File: src/rtl/mem_bus_arbiter.sv
// -----------------------------------------------------------------------------
// mem_bus_arbiter
// Shares one memory request channel between an instruction fetch port (if_*)
// and a data port (dm_*). At most one transaction is outstanding at a time.
// The request is forwarded combinationally from IDLE. The block waits in WAIT
// for the response, then routes ram_data_ok/ram_rdata back to the owning port.
//
// Ports:
//   clk, rst_n        clock, synchronous active-low reset
//   flush             cancels instruction-port traffic (masks if_req in IDLE,
//                     drops the response of an in-flight instruction read)
//   if_req/if_addr    instruction read request
//   if_addr_ok/if_data_ok/if_rdata   instruction accept / response / data
//   dm_req/dm_we/dm_addr/dm_wdata/dm_wstrb   data-port request
//   dm_addr_ok/dm_data_ok/dm_rdata   data-port accept / response / data
//   ram_req/ram_we/ram_addr/ram_wdata/ram_wstrb   shared memory request
//   ram_addr_ok/ram_data_ok/ram_rdata   shared memory accept / response / data
//   busy              high while a transaction is outstanding
//
// Configuration macro:
//   ARB_ROUND_ROBIN_EN  when defined, simultaneous requests go to the port not
//                       granted most recently; otherwise the data port always
//                       wins.
// -----------------------------------------------------------------------------
module mem_bus_arbiter #(
  parameter int ADDR_WIDTH = 32,
  parameter int DATA_WIDTH = 32
) (
  input  logic                  clk,
  input  logic                  rst_n,
  input  logic                  flush,
  input  logic                  if_req,
  input  logic [ADDR_WIDTH-1:0] if_addr,
  output logic                  if_addr_ok,
  output logic                  if_data_ok,
  output logic [DATA_WIDTH-1:0] if_rdata,
  input  logic                  dm_req,
  input  logic                  dm_we,
  input  logic [ADDR_WIDTH-1:0] dm_addr,
  input  logic [DATA_WIDTH-1:0] dm_wdata,
  input  logic [3:0]            dm_wstrb,
  output logic                  dm_addr_ok,
  output logic                  dm_data_ok,
  output logic [DATA_WIDTH-1:0] dm_rdata,
  output logic                  ram_req,
  output logic                  ram_we,
  output logic [ADDR_WIDTH-1:0] ram_addr,
  output logic [DATA_WIDTH-1:0] ram_wdata,
  output logic [3:0]            ram_wstrb,
  input  logic                  ram_addr_ok,
  input  logic                  ram_data_ok,
  input  logic [DATA_WIDTH-1:0] ram_rdata,
  output logic                  busy
);

  localparam logic [0:0] ST_IDLE = 1'b0;
  localparam logic [0:0] ST_WAIT = 1'b1;

  localparam logic PORT_IF = 1'b0;
  localparam logic PORT_DM = 1'b1;

  logic [0:0] state_r;
  logic       owner_r;
  logic       drop_r;
`ifdef ARB_ROUND_ROBIN_EN
  logic       last_grant_r;
`endif

  logic if_valid_s;
  logic dm_valid_s;
  logic grant_dm_s;
  logic any_req_s;
  logic accept_s;

  // Request qualification and winner selection.
  always_comb begin
    if_valid_s = if_req & ~flush;
    dm_valid_s = dm_req;
`ifdef ARB_ROUND_ROBIN_EN
    // Data port wins only if instruction port is idle or was granted last.
    grant_dm_s = dm_valid_s & (~if_valid_s | (last_grant_r == PORT_IF));
`else
    grant_dm_s = dm_valid_s;
`endif
    any_req_s  = if_valid_s | dm_valid_s;
  end

  // Output decode; everything is forced low while reset is asserted.
  always_comb begin
    ram_req    = 1'b0;
    ram_we     = 1'b0;
    ram_addr   = {ADDR_WIDTH{1'b0}};
    ram_wdata  = {DATA_WIDTH{1'b0}};
    ram_wstrb  = 4'h0;
    if_addr_ok = 1'b0;
    if_data_ok = 1'b0;
    if_rdata   = {DATA_WIDTH{1'b0}};
    dm_addr_ok = 1'b0;
    dm_data_ok = 1'b0;
    dm_rdata   = {DATA_WIDTH{1'b0}};
    busy       = 1'b0;
    accept_s   = 1'b0;
    if (rst_n == 1'b0) begin
      busy = 1'b0;
    end else begin
      case (state_r)
        ST_IDLE: begin
          if (any_req_s) begin
            ram_req = 1'b1;
            if (grant_dm_s) begin
              ram_we    = dm_we;
              ram_addr  = dm_addr;
              ram_wdata = dm_wdata;
              ram_wstrb = dm_wstrb;
            end else begin
              ram_addr  = if_addr;
            end
            accept_s   = ram_addr_ok;
            if_addr_ok = ram_addr_ok & ~grant_dm_s;
            dm_addr_ok = ram_addr_ok & grant_dm_s;
          end else begin
            ram_req = 1'b0;
          end
        end
        ST_WAIT: begin
          busy = 1'b1;
          if (ram_data_ok) begin
            if (owner_r == PORT_DM) begin
              dm_data_ok = 1'b1;
              dm_rdata   = ram_rdata;
            end else if (~drop_r & ~flush) begin
              // Flush in the completion cycle also cancels the fetch.
              if_data_ok = 1'b1;
              if_rdata   = ram_rdata;
            end else begin
              if_data_ok = 1'b0;
            end
          end else begin
            busy = 1'b1;
          end
        end
        default: begin
          busy = 1'b0;
        end
      endcase
    end
  end

  // State, owner, drop flag and last-grant tracking.
  always_ff @(posedge clk) begin
    if (rst_n == 1'b0) begin
      state_r      <= ST_IDLE;
      owner_r      <= PORT_IF;
      drop_r       <= 1'b0;
`ifdef ARB_ROUND_ROBIN_EN
      last_grant_r <= PORT_IF;
`endif
    end else begin
      case (state_r)
        ST_IDLE: begin
          if (accept_s) begin
            state_r      <= ST_WAIT;
            owner_r      <= grant_dm_s ? PORT_DM : PORT_IF;
            drop_r       <= ~grant_dm_s & flush;
`ifdef ARB_ROUND_ROBIN_EN
            last_grant_r <= grant_dm_s ? PORT_DM : PORT_IF;
`endif
          end
        end
        ST_WAIT: begin
          if (ram_data_ok) begin
            state_r <= ST_IDLE;
            drop_r  <= 1'b0;
          end else if (flush && (owner_r == PORT_IF)) begin
            drop_r  <= 1'b1;
          end
        end
        default: begin
          state_r <= ST_IDLE;
          drop_r  <= 1'b0;
        end
      endcase
    end
  end

endmodule

File: config.mk
export PLATFORM = sky130hd
export DESIGN_NAME = mem_bus_arbiter
export DESIGN_NICKNAME = d
export VERILOG_FILES = /design/src/rtl/mem_bus_arbiter.sv
export SDC_FILE = /design/constraint.sdc
export NUM_CORES = 1
export LEC_CHECK = 0
export CORE_AREA = 5 5 106 108
export DETAILED_ROUTE_END_ITERATION = 10
export DIE_AREA = 0 0 111 113
export SLEW_MARGIN = 30
export SYNTH_ARGS = -nofsm -noshare
export SYNTH_HDL_FRONTEND = slang
export SYNTH_SLANG_ARGS = --single-unit
File: constraint.sdc
create_clock -name clk -period 1.25 [get_ports clk]
set_input_delay 0.25 -clock clk [delete_from_list [all_inputs] [get_ports clk]]
set_output_delay 0.25 -clock clk [all_outputs]
set_load 0.02 [all_outputs]
==> impl_metrics.ini, run 1 <==
[outcome]
status = complete, but fails checks
violations = negative setup slack

[synth]
synth_top_area_cell = sky130_fd_sc_hd__and2_1
synth.yosys.warnings = 0
mappedNetlistArea_um2 = 1420
synth_top_flop_cell = sky130_fd_sc_hd__dfxtp_1
netlist-cell-type-count = 26
synth_seq_cells = 3
sequential_fraction_of_the_synthesis_area_pct = 4.23
synth-edff-count = 0
synthCells = 207
post_synth.cell_area_avg_um2 = 6.85
syn-num-nets = 347
yosys-top-cells-area = sky130_fd_sc_hd__and2_1, sky130_fd_sc_hd__mux2i_1, sky130_fd_sc_hd__nor2_1
postSynth.asyncResetShare_pct = 0
synth_top_area_share_pct = 41.4

[global_routing]
grt_remaining_overflow = 0
grt_usage_pct = 18.3
largest_net_degree_at_the_start_of_global_routing = 15
grt_antenna_before_repair = 3
grt_first_pass_wirelength_mm = 18.1
number_of_global_route_vias_before_repair = 2992

[routing]
met2_wirelength_mm = 6.88
wl_per_cell_um = 17.8
routed_wirelength_mm = 12.3
met3_length_um = 998
vias = 2771
drc_errors = 0
drt_iter0_drc = 83
detail-route-antenna-nets = 0
firstDrtPassIters = 4
m1WireLength_mm = 4.15
topRoutingLayerUsed = met4
drt_via_density = 4.01

[clock_network]
cts_buffer_depth = 2
clock_latency_ns = 0.21
cts_tree = yes
htree_num_levels = 1
cts.root.buffer_cell = sky130_fd_sc_hd__clkbuf_8
numCtsBuffers = 3
cts_sinks = 3
path_clk_slew_ns = 0.03

[worst_setup_path]
rrSetupSlack_ns = -0.23
crit_path_required_time_ns = 1.00
worstReg2RegStart = state_r
endpoint = ram_wdata[11]
startpoint = state_r
reg2reg_depth = 6
timing_worst_setup_path_type = flop to primary output
crit-reg2reg-capture = owner_r
timing.critical_path.from_type = flop
worst_ep_arrival_time_ns = 1.56
critPathMaxFanout = 4
endpoint_kind = primary output

[sta]
worst_slew_margin_rel_pct = 79.7
timing.final.hold_violations = 0
fmax_mhz = 551
setup_ws_ns = -0.565
final_min_period_over_clock_period_pct = 145
setup-violations-final = 139
fin_worst_skew_ns = 0.000223
tightest_slew_ns = 0.296
finalWorstPathRequiredPeriod_ns = 1.81
timing.final.max_slew_violations = 0
setup_repair_after_global_routing_missed_its_margin = true

[flow_run]
cap_violations = 0

[placed_design]
pre_cts_slack_ns = -1.31
hpwl_mm = 8.84
port-buffer-count = 278
final_replace_weighted_congestion = 0.764

[power]
finalPower_mw = 2.13
leakage_nw = 2.78
peakVddDrop_v = 0.000238
power_per_cell_area_nw_per_um2 = 351

[min_path]
worst_hold_startpoint = rst_n
worstHoldPathType = input pin to flop

[layout]
final_layout_size_suffix_gt1_share_pct = 67.4
n_fill_cell = 842
layout-area-overhead-vs-synth_pct = 329
num-nets-final = 693

[floorplanning]
die_height_um = 113
fp-row-count = 37
core_area_um2 = 10100
die_outline_area_um2 = 12500
floorplan.io_pins = 279
effective_utilization_at_floorplan_pct = 14.0
die_w_um = 111
worst min-delay path by stage:
stage	end	slack [ns]	depth (start not counted)
floorplan	state_r	0.39	1
global placement	drop_r	0.67	2
detailed placement	owner_r	0.69	2
CTS	state_r	0.35	2
global route	state_r	0.37	2
finish	state_r	0.36	2
placed cells by master, fill, tap and decap left out, types with 2 or more instances in the layout:
cell	count
sky130_fd_sc_hd__mux2i_1	32
sky130_fd_sc_hd__buf_4	15
sky130_fd_sc_hd__nand2_1	3
sky130_fd_sc_hd__clkdlybuf4s50_1	134
sky130_fd_sc_hd__and2_4	103
sky130_fd_sc_hd__buf_12	16
sky130_fd_sc_hd__diode_2	3
sky130_fd_sc_hd__clkbuf_8	3
sky130_fd_sc_hd__dfxtp_4	2
sky130_fd_sc_hd__buf_2	3
sky130_fd_sc_hd__buf_8	11
sky130_fd_sc_hd__nor2b_4	2
sky130_fd_sc_hd__buf_6	174
sky130_fd_sc_hd__nor2_4	32
sky130_fd_sc_hd__buf_16	3
per-layer routing:
metal / vias to the layer above / global-route usage [%]
met5: - / 0
met4: 0 / 3.37
met3: 14 / 4.65
met2: 157 / 37.6
met1: 1244 / 18.4
li1: 1356 / -
kinds of logic after synthesis:
group,count (synthesis),synth area share [%]
AND/OR/NAND/NOR,149,62.5
multiplexers,32,22.6
buffers and inverters,18,7.94
AO/OA/AOI/OAI,5,2.73
flip-flops,3,4.23
critical path, stage by stage, from the launching register on:
cell and delay [ns]:
sky130_fd_sc_hd__dfxtp_4 0.36, sky130_fd_sc_hd__and3b_2 0.24, sky130_fd_sc_hd__buf_12 0.13, sky130_fd_sc_hd__buf_8 0.12, sky130_fd_sc_hd__buf_12 0.12, sky130_fd_sc_hd__buf_6 0.11, sky130_fd_sc_hd__and2_4 0.13, sky130_fd_sc_hd__buf_6 0.12
Yosys cell counts (2+ instances only):
cell type and n:
sky130_fd_sc_hd__nor2b_1 2, sky130_fd_sc_hd__buf_4 2, sky130_fd_sc_hd__clkbuf_2 5, sky130_fd_sc_hd__nor2_1 33, sky130_fd_sc_hd__and2_1 94, sky130_fd_sc_hd__buf_6 3
sky130_fd_sc_hd__buf_2 7, sky130_fd_sc_hd__and2_2 8, sky130_fd_sc_hd__mux2i_1 32, sky130_fd_sc_hd__nand2_1 3, sky130_fd_sc_hd__dfxtp_1 3
stage by stage:
stage / cells / instance area, um2 / TNS, ns / hold slack, ns / util, %
floorplan: 207 / 1790 / -8.39 / 0.393 / -
global placement: 625 / 4790 / -165.05 / 0.673 / 47.2
detailed placement: 625 / 4790 / -167.80 / 0.693 / 47.2
CTS: 681 / 5930 / -65.30 / 0.352 / 58.5
global route: 690 / 6080 / -68.71 / 0.374 / 60.0
finish: 691 / 6080 / -61.79 / 0.358 / 60.0
report_power, final:
part	internal (mW)	switching [mW]	leakage [nW]	total, mW
Combinational	1.08	0.653	2.73	1.74
Clock	0.217	0.0634	0.0228	0.281
Sequential	0.105	0.0112	0.0264	0.116
what timing repair did:
action                     CTS  global route
gates resized for setup    898            77
setup endpoints to repair  141           140
buffers inserted            39            22
cloned                      13             0
hold buffers                 0             0
pin swaps                   20            32
sequential cells by signal (all words and copies together), names as in the netlist:
signal   cells
owner_r      1
drop_r       1
state_r      1
cell type report:
class	instances	area, um2	share of cell area, %
repair buffers	358	4020	66.0
multi-input cells	186	1770	29.1
well taps	136	170	2.80
flip-flops and latches	3	68.8	1.13
clock buffers	4	45.0	0.741
diodes	3	7.51	0.123
inverters	1	6.26	0.103
(Power assumes the default switching activity.)
==> run 2, diff against run 1 <==
--- a/config.mk
+++ b/config.mk
@@ -8,6 +8,7 @@
 export CORE_AREA = 5 5 106 108
 export DETAILED_ROUTE_END_ITERATION = 10
 export DIE_AREA = 0 0 111 113
+export PLACE_DENSITY_LB_ADDON = 0.25
 export SLEW_MARGIN = 30
 export SYNTH_ARGS = -nofsm -noshare
 export SYNTH_HDL_FRONTEND = slang
==> impl_metrics.ini, run 2 (synthesis gave the netlist of run 1 again) <==
[routing]
drc_errors = 0
drt_iter0_drc = 81
detail-route-antenna-nets = 0
wl_per_cell_um = 15.9
drt_via_density = 3.97
firstDrtPassIters = 3
vias = 2578
routed_wirelength_mm = 10.3

[worst_setup_path]
reg2reg_depth = 4
worstReg2RegStart = state_r
worstPathCellList = and2_4 > and3_4 > buf_4 > buf_12 > and2_4 > buf_4
timing.critical_path.slowest_stage_cell = sky130_fd_sc_hd__dfxtp_4
critical_path.max_stage_delay_ns = 0.38
crit_path_required_time_ns = 1.00
critical_path_buf_inv_count = 3
worst_ep_arrival_time_ns = 1.50
timing.critical_path.from_type = flop
worst_path_dominant_cell_family = simple AND/OR/NAND/NOR gates
critPathMaxFanout = 7
rrSetupSlack_ns = -0.20
crit-reg2reg-capture = owner_r
endpoint_kind = primary output
timing_worst_setup_path_type = flop to primary output

[clock_network]
path_clk_slew_ns = 0.03
htree_num_levels = 1
cts_buffer_depth = 2
cts_tree = yes
numCtsBuffers = 3
clock_latency_ns = 0.21
cts_sinks = 3
cts.root.buffer_cell = sky130_fd_sc_hd__clkbuf_8

[floorplanning]
floorplan.io_pins = 279
die_height_um = 113
die_outline_area_um2 = 12500
core_area_um2 = 10100
effective_utilization_at_floorplan_pct = 14.0
fp-row-count = 37
die_w_um = 111

[flow_run]
cap_violations = 0

[min_path]
worst_hold_startpoint = rst_n
hold_end = state_r
worstHoldPathType = input pin to flop
timing.hold.worst_path_depth = 2

[global_routing]
grt_first_pass_wirelength_mm = 15.2
largest_net_degree_at_the_start_of_global_routing = 38
grt_antenna_before_repair = 0
grt_remaining_overflow = 0
grt_usage_pct = 14.6
number_of_global_route_vias_before_repair = 2870

[sta]
finalWorstPathRequiredPeriod_ns = 1.75
fin_worst_skew_ns = 0.00133
timing.final.hold_violations = 0
final_min_period_over_clock_period_pct = 140
fmax_mhz = 570
setup-violations-final = 139
setup_repair_after_global_routing_missed_its_margin = true
hold-worst-slack_ns = 0.479
timing.final.max_slew_violations = 0
worst_slew_margin_rel_pct = 77.5
setup_ws_ns = -0.504
tightest_slew_ns = 0.328

[power]
leakage_nw = 2.54
peakVddDrop_v = 0.000390
power_per_cell_area_nw_per_um2 = 349
finalPower_mw = 1.95

[layout]
final_layout_size_suffix_gt1_share_pct = 64.7
instances_no_fill = 649
top_regs = drop_r (1), owner_r (1), state_r (1)
final_common_cell = sky130_fd_sc_hd__clkdlybuf4s50_1
antenna-diode-count = 0
num-nets-final = 654
layout-area-overhead-vs-synth_pct = 294
mostFrequentLayoutCells = sky130_fd_sc_hd__clkdlybuf4s50_1, sky130_fd_sc_hd__buf_6, sky130_fd_sc_hd__and2_4

[placed_design]
hpwl_mm = 7.89
final_replace_weighted_congestion = 0.866
port-buffer-count = 278
dp_cells = 619

[outcome]
status = complete, but fails checks
violations = negative setup slack
## run 2: cell type report
| cell class | instances | area [um2] |
|---|---|---|
| fillers | 891 | 4550 |
| repair buffers | 319 | 3530 |
| multi-input cells | 186 | 1760 |
| well taps | 136 | 170 |
| flip-flops and latches | 3 | 66.3 |
| clock buffers | 4 | 45.0 |
| inverters | 1 | 8.76 |
## run 2: what timing repair did
action / CTS / global route
cloned: 5 / 7
hold buffers: 0 / 0
pin swaps: 18 / 26
setup buffers: 11 / 5
endpoints found under the hold margin: 0 / 0
setup endpoints to repair: 140 / 140
resized for setup: 816 / 82
## run 2: how the worst max path moves through the flow
stage | start | endpoint | cells past startpoint
finish | state_r | dm_rdata[30] | 6
global route | drop_r | if_rdata[13] | 5
CTS | state_r | if_rdata[19] | 6
detailed placement | rst_n | if_rdata[8] | 6
global placement | rst_n | if_rdata[8] | 6
floorplan | state_r | if_rdata[17] | 4
## run 2: where the power goes
part           total, mW  switching (mW)  internal (mW)
combinational       1.56           0.609          0.947
sequential         0.116          0.0114          0.105
clock              0.275          0.0581          0.217
## run 2: through the flow
stage / worst slack, ns / instance area [um2] / setup TNS [ns] / utilization (%)
3_5_place_dp: -1.26 / 4730 / -160.94 / 46.7
5_1_grt: -0.571 / 5580 / -67.04 / 55.1
6_report: -0.504 / 5580 / -58.85 / 55.1
4_1_cts: -0.483 / 5180 / -55.21 / 51.1
2_1_floorplan: -0.151 / 1790 / -8.39 / -
3_3_place_gp: -1.23 / 4730 / -158.77 / 46.7
## run 2: metal layers
layer  wire length, um  GRT usage [%]  part of all wire, %  up-vias
li1                  -              -                    -     1267
met1              3620           15.0                   35     1129
met2              5460           28.1                   53      168
met3              1090           6.04                   11       14
met4               165           2.55                  1.6        0
met5                 0              0                    0        -
==> run 3, diff against run 2 <==
--- a/config.mk
+++ b/config.mk
@@ -6,10 +6,11 @@
 export NUM_CORES = 1
 export LEC_CHECK = 0
 export CORE_AREA = 5 5 106 108
+export CTS_CLUSTER_SIZE = 30
 export DETAILED_ROUTE_END_ITERATION = 10
 export DIE_AREA = 0 0 111 113
 export PLACE_DENSITY_LB_ADDON = 0.25
-export SLEW_MARGIN = 30
+export SLEW_MARGIN = 20
 export SYNTH_ARGS = -nofsm -noshare
 export SYNTH_HDL_FRONTEND = slang
 export SYNTH_SLANG_ARGS = --single-unit
==> results of run 3 <==
Same layout as run 2: the final DEF is identical, and so are final timing and power.
